### src/rtl/seq_detect_ctrl.sv
// Word-level controller for a serial "10110" Moore detector: clears the detector, shifts each word MSB-first, counts matches.
// Optional sticky threshold interrupt is enabled by defining SEQ_CTRL_IRQ_EN.
module seq_detect_ctrl #(
    parameter int W      = 8,
    parameter int CW     = $clog2(W + 1)
`ifdef SEQ_CTRL_IRQ_EN
    ,
    parameter int THRESH = 1
`endif
) (
    input  logic          clk,
    input  logic          rst,
    input  logic          in_valid,
    input  logic [W-1:0]  in_data,
    output logic          in_ready,
    output logic          det_j,
    output logic          det_rst,
    input  logic          det_w,
    output logic          busy,
    output logic          done,
    output logic [CW-1:0] match_cnt
`ifdef SEQ_CTRL_IRQ_EN
    ,
    input  logic          irq_clr,
    output logic          irq
`endif
);

    localparam int BW = $clog2(W);
    localparam logic [BW-1:0] BIT_LAST = BW'(W - 1);

    typedef enum logic [2:0] {
        S_IDLE  = 3'd0,
        S_CLR   = 3'd1,
        S_SHIFT = 3'd2,
        S_DRAIN = 3'd3,
        S_DONE  = 3'd4
    } state_t;

    state_t          r_state;
    logic [W-1:0]    r_shift;
    logic [BW-1:0]   r_bit_cnt;
    logic [CW-1:0]   r_match_cnt;
    logic            r_in_ready;
    logic            r_det_j;
    logic            r_det_rst;
    logic            r_busy;
    logic            r_done;
    logic [CW-1:0]   w_cnt_inc;
    logic [CW-1:0]   w_cnt_next;

    // Count value including the detector sample taken at this edge.
    always_comb begin
        w_cnt_inc  = r_match_cnt + CW'(1);
        w_cnt_next = r_match_cnt;
        if (det_w) begin
            w_cnt_next = w_cnt_inc;
        end else begin
            w_cnt_next = r_match_cnt;
        end
    end

    // Control FSM; det_j is pre-loaded one edge ahead so it is a clean register output.
    always_ff @(posedge clk or posedge rst) begin
        if (rst) begin
            r_state     <= S_IDLE;
            r_shift     <= '0;
            r_bit_cnt   <= '0;
            r_match_cnt <= '0;
            r_in_ready  <= 1'b1;
            r_det_j     <= 1'b0;
            r_det_rst   <= 1'b1;
            r_busy      <= 1'b0;
            r_done      <= 1'b0;
        end else begin
            case (r_state)
                S_IDLE: begin
                    r_det_rst <= 1'b0;
                    r_det_j   <= 1'b0;
                    if (in_valid) begin
                        r_shift     <= in_data;
                        r_match_cnt <= '0;
                        r_in_ready  <= 1'b0;
                        r_busy      <= 1'b1;
                        r_det_rst   <= 1'b1;
                        r_state     <= S_CLR;
                    end
                end
                S_CLR: begin
                    r_det_rst <= 1'b0;
                    r_det_j   <= r_shift[W-1];
                    r_shift   <= {r_shift[W-2:0], 1'b0};
                    r_bit_cnt <= '0;
                    r_state   <= S_SHIFT;
                end
                S_SHIFT: begin
                    r_match_cnt <= w_cnt_next;
                    r_bit_cnt   <= r_bit_cnt + BW'(1);
                    if (r_bit_cnt == BIT_LAST) begin
                        r_det_j <= 1'b0;
                        r_state <= S_DRAIN;
                    end else begin
                        r_det_j <= r_shift[W-1];
                        r_shift <= {r_shift[W-2:0], 1'b0};
                    end
                end
                S_DRAIN: begin
                    r_match_cnt <= w_cnt_next;
                    r_done      <= 1'b1;
                    r_state     <= S_DONE;
                end
                S_DONE: begin
                    r_done     <= 1'b0;
                    r_busy     <= 1'b0;
                    r_in_ready <= 1'b1;
                    r_state    <= S_IDLE;
                end
                default: begin
                    r_state    <= S_IDLE;
                    r_in_ready <= 1'b1;
                    r_det_j    <= 1'b0;
                    r_det_rst  <= 1'b1;
                    r_busy     <= 1'b0;
                    r_done     <= 1'b0;
                end
            endcase
        end
    end

`ifdef SEQ_CTRL_IRQ_EN
    logic r_irq;
    logic w_irq_set;

    // Threshold test uses the final count, so irq rises together with done.
    always_comb begin
        w_irq_set = 1'b0;
        if (r_state == S_DRAIN) begin
            w_irq_set = (int'(w_cnt_next) >= THRESH);
        end else begin
            w_irq_set = 1'b0;
        end
    end

    // Sticky flag; a coincident clear loses to a new set.
    always_ff @(posedge clk or posedge rst) begin
        if (rst) begin
            r_irq <= 1'b0;
        end else if (w_irq_set) begin
            r_irq <= 1'b1;
        end else if (irq_clr) begin
            r_irq <= 1'b0;
        end else begin
            r_irq <= r_irq;
        end
    end

    assign irq = r_irq;
`endif

    assign in_ready  = r_in_ready;
    assign det_j     = r_det_j;
    assign det_rst   = r_det_rst;
    assign busy      = r_busy;
    assign done      = r_done;
    assign match_cnt = r_match_cnt;

endmodule
### config.mk
export PLATFORM = sky130hd
export DESIGN_NAME = seq_detect_ctrl
export DESIGN_NICKNAME = d
export VERILOG_FILES = /design/src/rtl/seq_detect_ctrl.sv
export SDC_FILE = /design/constraint.sdc
export NUM_CORES = 1
export LEC_CHECK = 0
export CORE_MARGIN = 3
export CORE_UTILIZATION = 51
export DETAILED_ROUTE_END_ITERATION = 6
export HOLD_SLACK_MARGIN = 0.12
export PLACE_DENSITY = 0.82
export SYNTH_ARGS = -nofsm -noshare
export SYNTH_HDL_FRONTEND = slang
export SYNTH_SLANG_ARGS = --single-unit
### constraint.sdc
create_clock -name clk -period 1.9 [get_ports clk]
set_input_delay 0.38 -clock clk [delete_from_list [all_inputs] [get_ports clk]]
set_output_delay 0.38 -clock clk [all_outputs]
set_load 0.02 [all_outputs]
==> results_tabular.tex <==
\begin{tabular}{lr}
\hline
Metric & Value \\
\hline
\multicolumn{2}{l}{\textbf{STA}} \\
\quad RSZ-0062 raised after global routing & yes \\
\quad Highest Clock Rate & 0.5395 GHz \\
\quad Transition time at the pin with the least slew margin & around 0.6 ns \\
\quad Clock skew & about 0.011 ns \\
\quad Final Cycle Share & 97.56\% \\
\quad Final-report max-slew violation count & 0 \\
\quad Setup violators final & 0 \\
\quad Minimum clock period & 1.854 ns \\
\quad Worst hold slack after final layout & 0.3767 ns \\
\quad Headroom to the max-slew limit & 60.11\% \\
\quad Worst Slack Setup Final & 0.04632 ns \\
\quad Final hold violation count & 0 \\
\multicolumn{2}{l}{\textbf{Pwr}} \\
\quad Comb power frac & a little under three fifths \\
\quad Leak Pwr & approximately 0.00064 uW \\
\quad Switching Power & approximately 1100 uW \\
\quad Power density of the placed cells & $\sim$1700 mW/mm\^{}2 \\
\quad Net switching share of the total power & approximately two fifths \\
\quad Cell internal pwr & 1479 uW \\
\quad Total chip power & about 2500 uW \\
\quad Power share of the sequential group & between 30\% and 40\% \\
\quad Part of the total power dissipated in the clock network & a little under a tenth \\
\quad Peak supply drop & slightly below 1 mV \\
\multicolumn{2}{l}{\textbf{Setup path}} \\
\quad Reg-to-reg endpoint & r\_shift[2]\$\_DFFE\_PP0P\_ \\
\quad Crit end category & flip-flop \\
\quad Crit Reg-Reg Startpoint & r\_bit\_cnt[0]\$\_DFFE\_PP0P\_ \\
\quad Setup Crit Path Kind & flip-flop to flip-flop \\
\quad Worst r2r path cells & 5 \\
\quad Required time of the critical path & about 2.2 ns \\
\quad Flop2flop setup slack & $\sim$0.046 ns \\
\quad Critical Path Fanout Max & 9 \\
\quad Arrival time reported for the critical path endpoint & around 2.1 ns \\
\quad Sort of element at the start of the critical path & flip-flop \\
\multicolumn{2}{l}{\textbf{Clock tree}} \\
\quad Worst-Skew Late Latency & 0.32 ns \\
\quad Clock tree from TritonCTS & built \\
\quad CTS Root Cell & sky130\_fd\_sc\_hd\_\_clkbuf\_4 \\
\quad Number of levels in the clock H-tree & 1 \\
\quad Cts bufs inserted & 3 \\
\quad Buffers from clock root to sink, at most & 2 \\
\quad Setup fix buffers added after clock tree synthesis & 0 \\
\quad CTS Hold Bufs & 0 \\
\quad Clock-pin slew on the worst setup and hold paths & roughly 0.13 ns \\
\quad Clk sinks & 23 \\
\multicolumn{2}{l}{\textbf{Detailed routing}} \\
\quad Drt initial violations & 17 \\
\quad Via count of the routed design & roughly 1.0k \\
\quad Drt total wl & 2.660 mm \\
\quad Post-route DRC violation count & 0 \\
\quad Wire length per cell after detailed routing & roughly 16 um \\
\quad Drt pass-1 iters & 4 \\
\quad DRT antenna net count & 0 \\
\quad Vias/cell & a little over 6 \\
\multicolumn{2}{l}{\textbf{Yosys}} \\
\quad Sequential share of the synthesized area & between 40\% and 50\% \\
\quad Mean instance size in the synthesized netlist & around 10 um\^{}2 \\
\quad Number of register bits inferred by synthesis & 23 \\
\quad Most frequently used flop master after synthesis & sky130\_fd\_sc\_hd\_\_dfrtp\_1 \\
\quad Proportion of register bits with asynchronous set or reset after synthesis & 100.0\% \\
\quad Post-synthesis cell type count & 36 \\
\quad Post-Synthesis Net Count & 127 \\
\quad Count of warnings emitted by yosys & 0 \\
\quad Number of enable flip-flop cells after synthesis & 0 \\
\quad Post-synthesis instance area & $\sim$0.0012 mm\^{}2 \\
\quad Syn Inst Count & $\sim$110 \\
\multicolumn{2}{l}{\textbf{Placed design}} \\
\quad Placed cell areas & about 0.0014 mm\^{}2 \\
\quad Placement-stage worst setup slack & -0.04052 ns \\
\quad HPWL Detailed & a little under 2 mm \\
\quad Count of placed standard cells including taps & roughly 160 \\
\quad Input/output buffers & 20 \\
\quad Weighted congestion reported at the end of routability-driven placement & 0.7246 \\
\multicolumn{2}{l}{\textbf{Global route}} \\
\quad Total gr overflow & 0 \\
\quad Number of global-route vias before repair & approximately 1.0k \\
\quad Combined global-route utilization of all metal layers & between 20 and 25\% \\
\quad Pin count of the biggest net entering global routing & 24 \\
\quad First-pass GRT wire length & between 4 and 5 mm \\
\quad Number of antenna violations at the first check in global routing & 0 \\
\multicolumn{2}{l}{\textbf{Layout}} \\
\quad Signed area change from the synthesized netlist to the final layout & 25.72\% \\
\quad Post-route non-filler standard cell count & 165 \\
\quad Post-route cell area & 0.001474 mm\^{}2 \\
\quad Layout cells sized above 1 & between 15 and 20\% \\
\quad Layout Nets & around 150 \\
\quad Filler instances & $\sim$160 \\
\quad Number of diodes added for antenna fixing & 0 \\
\quad Leading cell types in the layout, fill and taps excluded & 21 x sky130\_fd\_sc\_hd\_\_dfrtp\_1, 19 x sky130\_fd\_sc\_hd\_\_clkdlybuf4s50\_1, 14 x sky130\_fd\_sc\_hd\_\_o21ai\_0 \\
\quad Most common library cell in the layout ignoring fill and taps & sky130\_fd\_sc\_hd\_\_dfrtp\_1 \\
\multicolumn{2}{l}{\textbf{Floorplanning}} \\
\quad Die height & about 54 um \\
\quad Initial cell density of the core & 56.86\% \\
\quad Core ar. & approximately 0.0021 mm\^{}2 \\
\quad I/O Pins & 21 \\
\quad Width of the chip & between 50 and 60 um \\
\quad Cell Rows & 16 \\
\quad Die Area & 0.002910 mm\^{}2 \\
\multicolumn{2}{l}{\textbf{Status}} \\
\quad Outcome & finished clean \\
\multicolumn{2}{l}{\textbf{Worst hold path}} \\
\quad Hold crit path type & input pin to async pin \\
\multicolumn{2}{l}{\textbf{Job}} \\
\quad Max\_cap viols & 0 \\
\hline
\end{tabular}
## worst max-delay path by stage
| stage | startpoint | end | slack, ns | cells after the start |
|---|---|---|---|---|
| finish | r_bit_cnt[0]$_DFFE_PP0P_ | r_shift[2]$_DFFE_PP0P_ | 0.05 | 5 |
| global route | r_bit_cnt[0]$_DFFE_PP0P_ | r_shift[5]$_DFFE_PP0P_ | -0.03 | 5 |
| CTS | det_rst$_DFFE_PP1N_ | det_rst | 0.03 | 1 |
| detailed placement | r_bit_cnt[0]$_DFFE_PP0P_ | r_shift[1]$_DFFE_PP0P_ | -0.04 | 5 |
| global placement | r_bit_cnt[0]$_DFFE_PP0P_ | r_shift[1]$_DFFE_PP0P_ | 0.07 | 5 |
| floorplan | r_bit_cnt[0]$_DFFE_PP0P_ | r_shift[1]$_DFFE_PP0P_ | 0.18 | 6 |
## power by group through the flow
| stage | clock [uW] | sequential, uW | combinational, uW |
|---|---|---|---|
| floorplan | 0 | 924 | 901 |
| global placement | 0 | 887 | 1290 |
| detailed placement | 0 | 906 | 1350 |
| CTS | 241 | 896 | 1370 |
| global route | 264 | 929 | 1550 |
| finish | 233 | 908 | 1400 |
## synth_stat cells, types with 3 or more instances
| cell type | n | area share, % |
|---|---|---|
| sky130_fd_sc_hd__nor2_1 | 5 | 1.6 |
| sky130_fd_sc_hd__o21ai_0 | 14 | 6.0 |
| sky130_fd_sc_hd__a221oi_1 | 7 | 5.2 |
| sky130_fd_sc_hd__nand2_1 | 8 | 2.6 |
| sky130_fd_sc_hd__dfrtp_1 | 21 | 45 |
| sky130_fd_sc_hd__nand3_1 | 3 | 1.3 |
| sky130_fd_sc_hd__a2bb2oi_1 | 7 | 5.2 |
| sky130_fd_sc_hd__inv_1 | 7 | 2.2 |
| sky130_fd_sc_hd__o211ai_1 | 3 | 1.9 |
| sky130_fd_sc_hd__ha_1 | 3 | 3.2 |
## repair_timing
item,in CTS,in global routing
endpoints found under the setup margin,7,5
gates resized for setup,1,3
hold endpoints to repair,0,0
## cell type report
type                       count  area [um^2]  area share, %
tap                           27        33.78          2.292
multi-input combinational     75        538.0          36.50
clock buffer                   3        22.52          1.528
inverter                       7        26.28          1.783
clock inverter                 1        5.005         0.3396
sequential                    23        578.1          39.22
timing repair buffer          29        270.3          18.34
## worst max-delay path, cell delays in order, from the launching register on
cell and delay (ns):
sky130_fd_sc_hd__dfrtp_1 0.43, sky130_fd_sc_hd__ha_1 0.21, sky130_fd_sc_hd__ha_1 0.20, sky130_fd_sc_hd__or3b_4 0.45, sky130_fd_sc_hd__a21oi_4 0.28, sky130_fd_sc_hd__a2bb2oi_1 0.20
## cells by family (layout without fill, tap and decap cells)
| kind of cell | count (synthesis) | in the layout | share of synthesized area, % |
|---|---|---|---|
| adders and majority gates | 3 | 3 | 3.202 |
| muxes | 2 | 2 | 1.708 |
| xor gates and xnor gates | 2 | 2 | 1.494 |
| and+or+nand+nor | 27 | 27 | 12.59 |
| DFF | 23 | 23 | 49.31 |
| buffers and inverters | 14 | 40 | 6.083 |
| AOI/OAI and AO/OA | 41 | 41 | 25.61 |
## layer usage
layer | GRT usage (%) | share of wire (%)
met5 | 0 | 0
met4 | 10.64 | 1.8
met3 | 5.817 | 5.2
met2 | 35.69 | 49
met1 | 25.70 | 44
## flip-flops by register name, indices dropped and copies added (netlist names)
register and count:
busy 1, det_j 1, det_rst 1, done 1, in_ready 1, match_cnt 4, r_bit_cnt 3, r_shift 8
r_state 3
## per-stage QoR
step                TNS [ns]  utilization, %
floorplan                  0               -
global placement           0           69.30
detailed placement  -0.05557           69.30
CTS                        0           70.75
global route        -0.07081           71.48
finish                     0           71.48
(Power assumes the default switching activity.)
==> edit (same flow settings) <==
The 5 states of `state_t` get a Gray code encoding in 3 bits.
--- a/src/rtl/seq_detect_ctrl.sv
+++ b/src/rtl/seq_detect_ctrl.sv
@@ -30,11 +30,11 @@
     localparam logic [BW-1:0] BIT_LAST = BW'(W - 1);
 
     typedef enum logic [2:0] {
-        S_IDLE  = 3'd0,
-        S_CLR   = 3'd1,
-        S_SHIFT = 3'd2,
-        S_DRAIN = 3'd3,
-        S_DONE  = 3'd4
+        S_IDLE  = 3'b000,
+        S_CLR   = 3'b001,
+        S_SHIFT = 3'b011,
+        S_DRAIN = 3'b010,
+        S_DONE  = 3'b110
     } state_t;
 
     state_t          r_state;
Check against the original RTL: same outputs for any inputs over 10 cycles, from zero or initial values and one cycle with rst high; not proved beyond that.
==> edit against the unedited design <==
Combinational power shrank 6%. Wire length shrank 33%. Area after synthesis shrank 5.5%. Core utilization shrank 2.5 points. Synthesized cell count shrank 24%. Sequential cell count is the same. Design area shrank 6.4%. Via count shrank 32%. Setup slack gained 0.023 ns. Non-clock buffer count shrank 3. Register-to-register slack gained 0.13 ns. Total power shrank 3.2%. Critical path type is now reg -> out. Critical endpoint is now in_ready. Highest routed layer unchanged.
==> edit: results (changes against the unedited design) <==
nets=127 (-18%); Placer Congestion=0.684 (-5.5%); Worst Setup EP=in_ready; first-iteration detailed-routing DRC count=10 (-7); sequential fraction of the synthesis area=0.522 (+0.0290); DPL Wire Length=1420 um (-27%); First-pass DRT Iterations=3 (-1); Post-Place Cell Area=1350 um^2 (-5.3%); vias in the first global route=708 (-31%); CP max stage delay=0.60 ns (+0.15 ns); post-cts resize count=0 (-1); met1 Use GR=0.182 (-0.0751); FILL cells=155 (-1.3%); max reg flops=8 (unchanged); synth unique cells=26 (-28%); R2R Path End=r_shift[3]; antenna cell count=0 (unchanged); Top delay family on crit path=buffers and inverters; H-tree Lvls=1 (unchanged); Max VDD drop=1.14 mV (+18%); outcome=complete, no violations; Clock Pin Slew Worst Setup and Hold Paths=0.11 ns (-0.02 ns); vias=684 (-32%); static leakage=0.000636 uW (-1.2%); met3 usage=0.0256 (-0.0325); Tot GR Track Use=0.152 (-0.0639); top cells by area, synth=dfrtp_1, mux2_2, mux2_4; Crit path arrival time=1.45 ns (-0.66 ns); share of post-route cells with drive strength above 1=0.297 (+0.138); Synth top cells by count=dfrtp_1, mux2_2, nand2_1; pre-CTS setup slack=0.0481 ns (+0.0887 ns); P_int=1610 uW (+8.6%); depth of the most critical reg-to-reg path=6 (+1); period utilization=0.964 (-0.0121); Primary FF master, synth=dfrtp_1; critical path class=reg -> out; clock skew=0.00122 ns (-0.00961 ns); met2 Use GR=0.254 (-0.103); root buffer cell=clkbuf_4; Biggest register=r_shift; first-pass GRT wire length=2980 um (-33%); CP max-delay cell=clkdlybuf4s50_1; r2r startpoint=r_bit_cnt[0]; CP Launch Point=in_ready; crit path max fanout=2 (-7); Syn Nets=100 (-21%); Slew HR=0.723 (+0.122); setup slack, reg-to-reg=0.18 ns (+0.13 ns); final wirelength=1790 um (-33%); initial antenna violation count=0 (unchanged); largest net degree at the start of global routing=14 (-42%); Clock Latency Late Sink=0.30 ns (-0.02 ns)
-- edit: changes by cell type after synthesis, moves of 3 or more --
cell,change
o211ai_1,-3
a2bb2oi_1,-7
a221oi_1,-7
mux2_4,+4
o21ai_0,-10
mux2_2,+11
a22o_1,+3
inv_1,-3
-- edit: layout make-up --
type	count	area share
sequential	23	0.419
multi-input combinational	54	0.340
timing repair buffer	26	0.187
tap	27	0.0245
clock buffer	4	0.0190
inverter	4	0.0109
-- edit: worst min-delay path by stage --
stage / start / endpoint / slack, ns / cells after the start
2_1_floorplan: rst / busy / 0.38 / 1
3_3_place_gp: r_bit_cnt[1] / r_bit_cnt[1] / 0.47 / 2
3_5_place_dp: r_bit_cnt[1] / r_bit_cnt[1] / 0.49 / 2
4_1_cts: rst / det_j / 0.36 / 2
5_1_grt: rst / det_j / 0.40 / 2
6_report: rst / match_cnt[1] / 0.36 / 2
-- edit: cell families (layout without fill, tap and decap cells) --
family,after synthesis,after routing,share of synthesized area
flops,23,23,0.522
simple gates,20,20,0.0960
mux,16,16,0.175
compound gates,13,13,0.103
buf+inv,8,34,0.0542
fa+ha+maj,3,3,0.0339
xor+xnor,2,2,0.0158
-- edit: layer usage --
layer	vias to the layer above	routed length, um
met1	323	814
met3	4	63
li1	344	-
met2	13	876
met4	0	34
met5	-	0
-- edit: power by group through the flow --
stage,Clock (uW),Combinational [uW],Sequential [uW]
after global routing,236,1440,958
after CTS,228,1340,926
after floorplan,0,897,992
after detailed placement,0,1340,938
after global placement,0,1300,925
final,215,1320,925
-- edit: through the flow --
stage	util	cells
finish	0.689	138
global route	0.689	138
CTS	0.689	138
detailed placement	0.676	134
global placement	0.676	134
floorplan	-	85
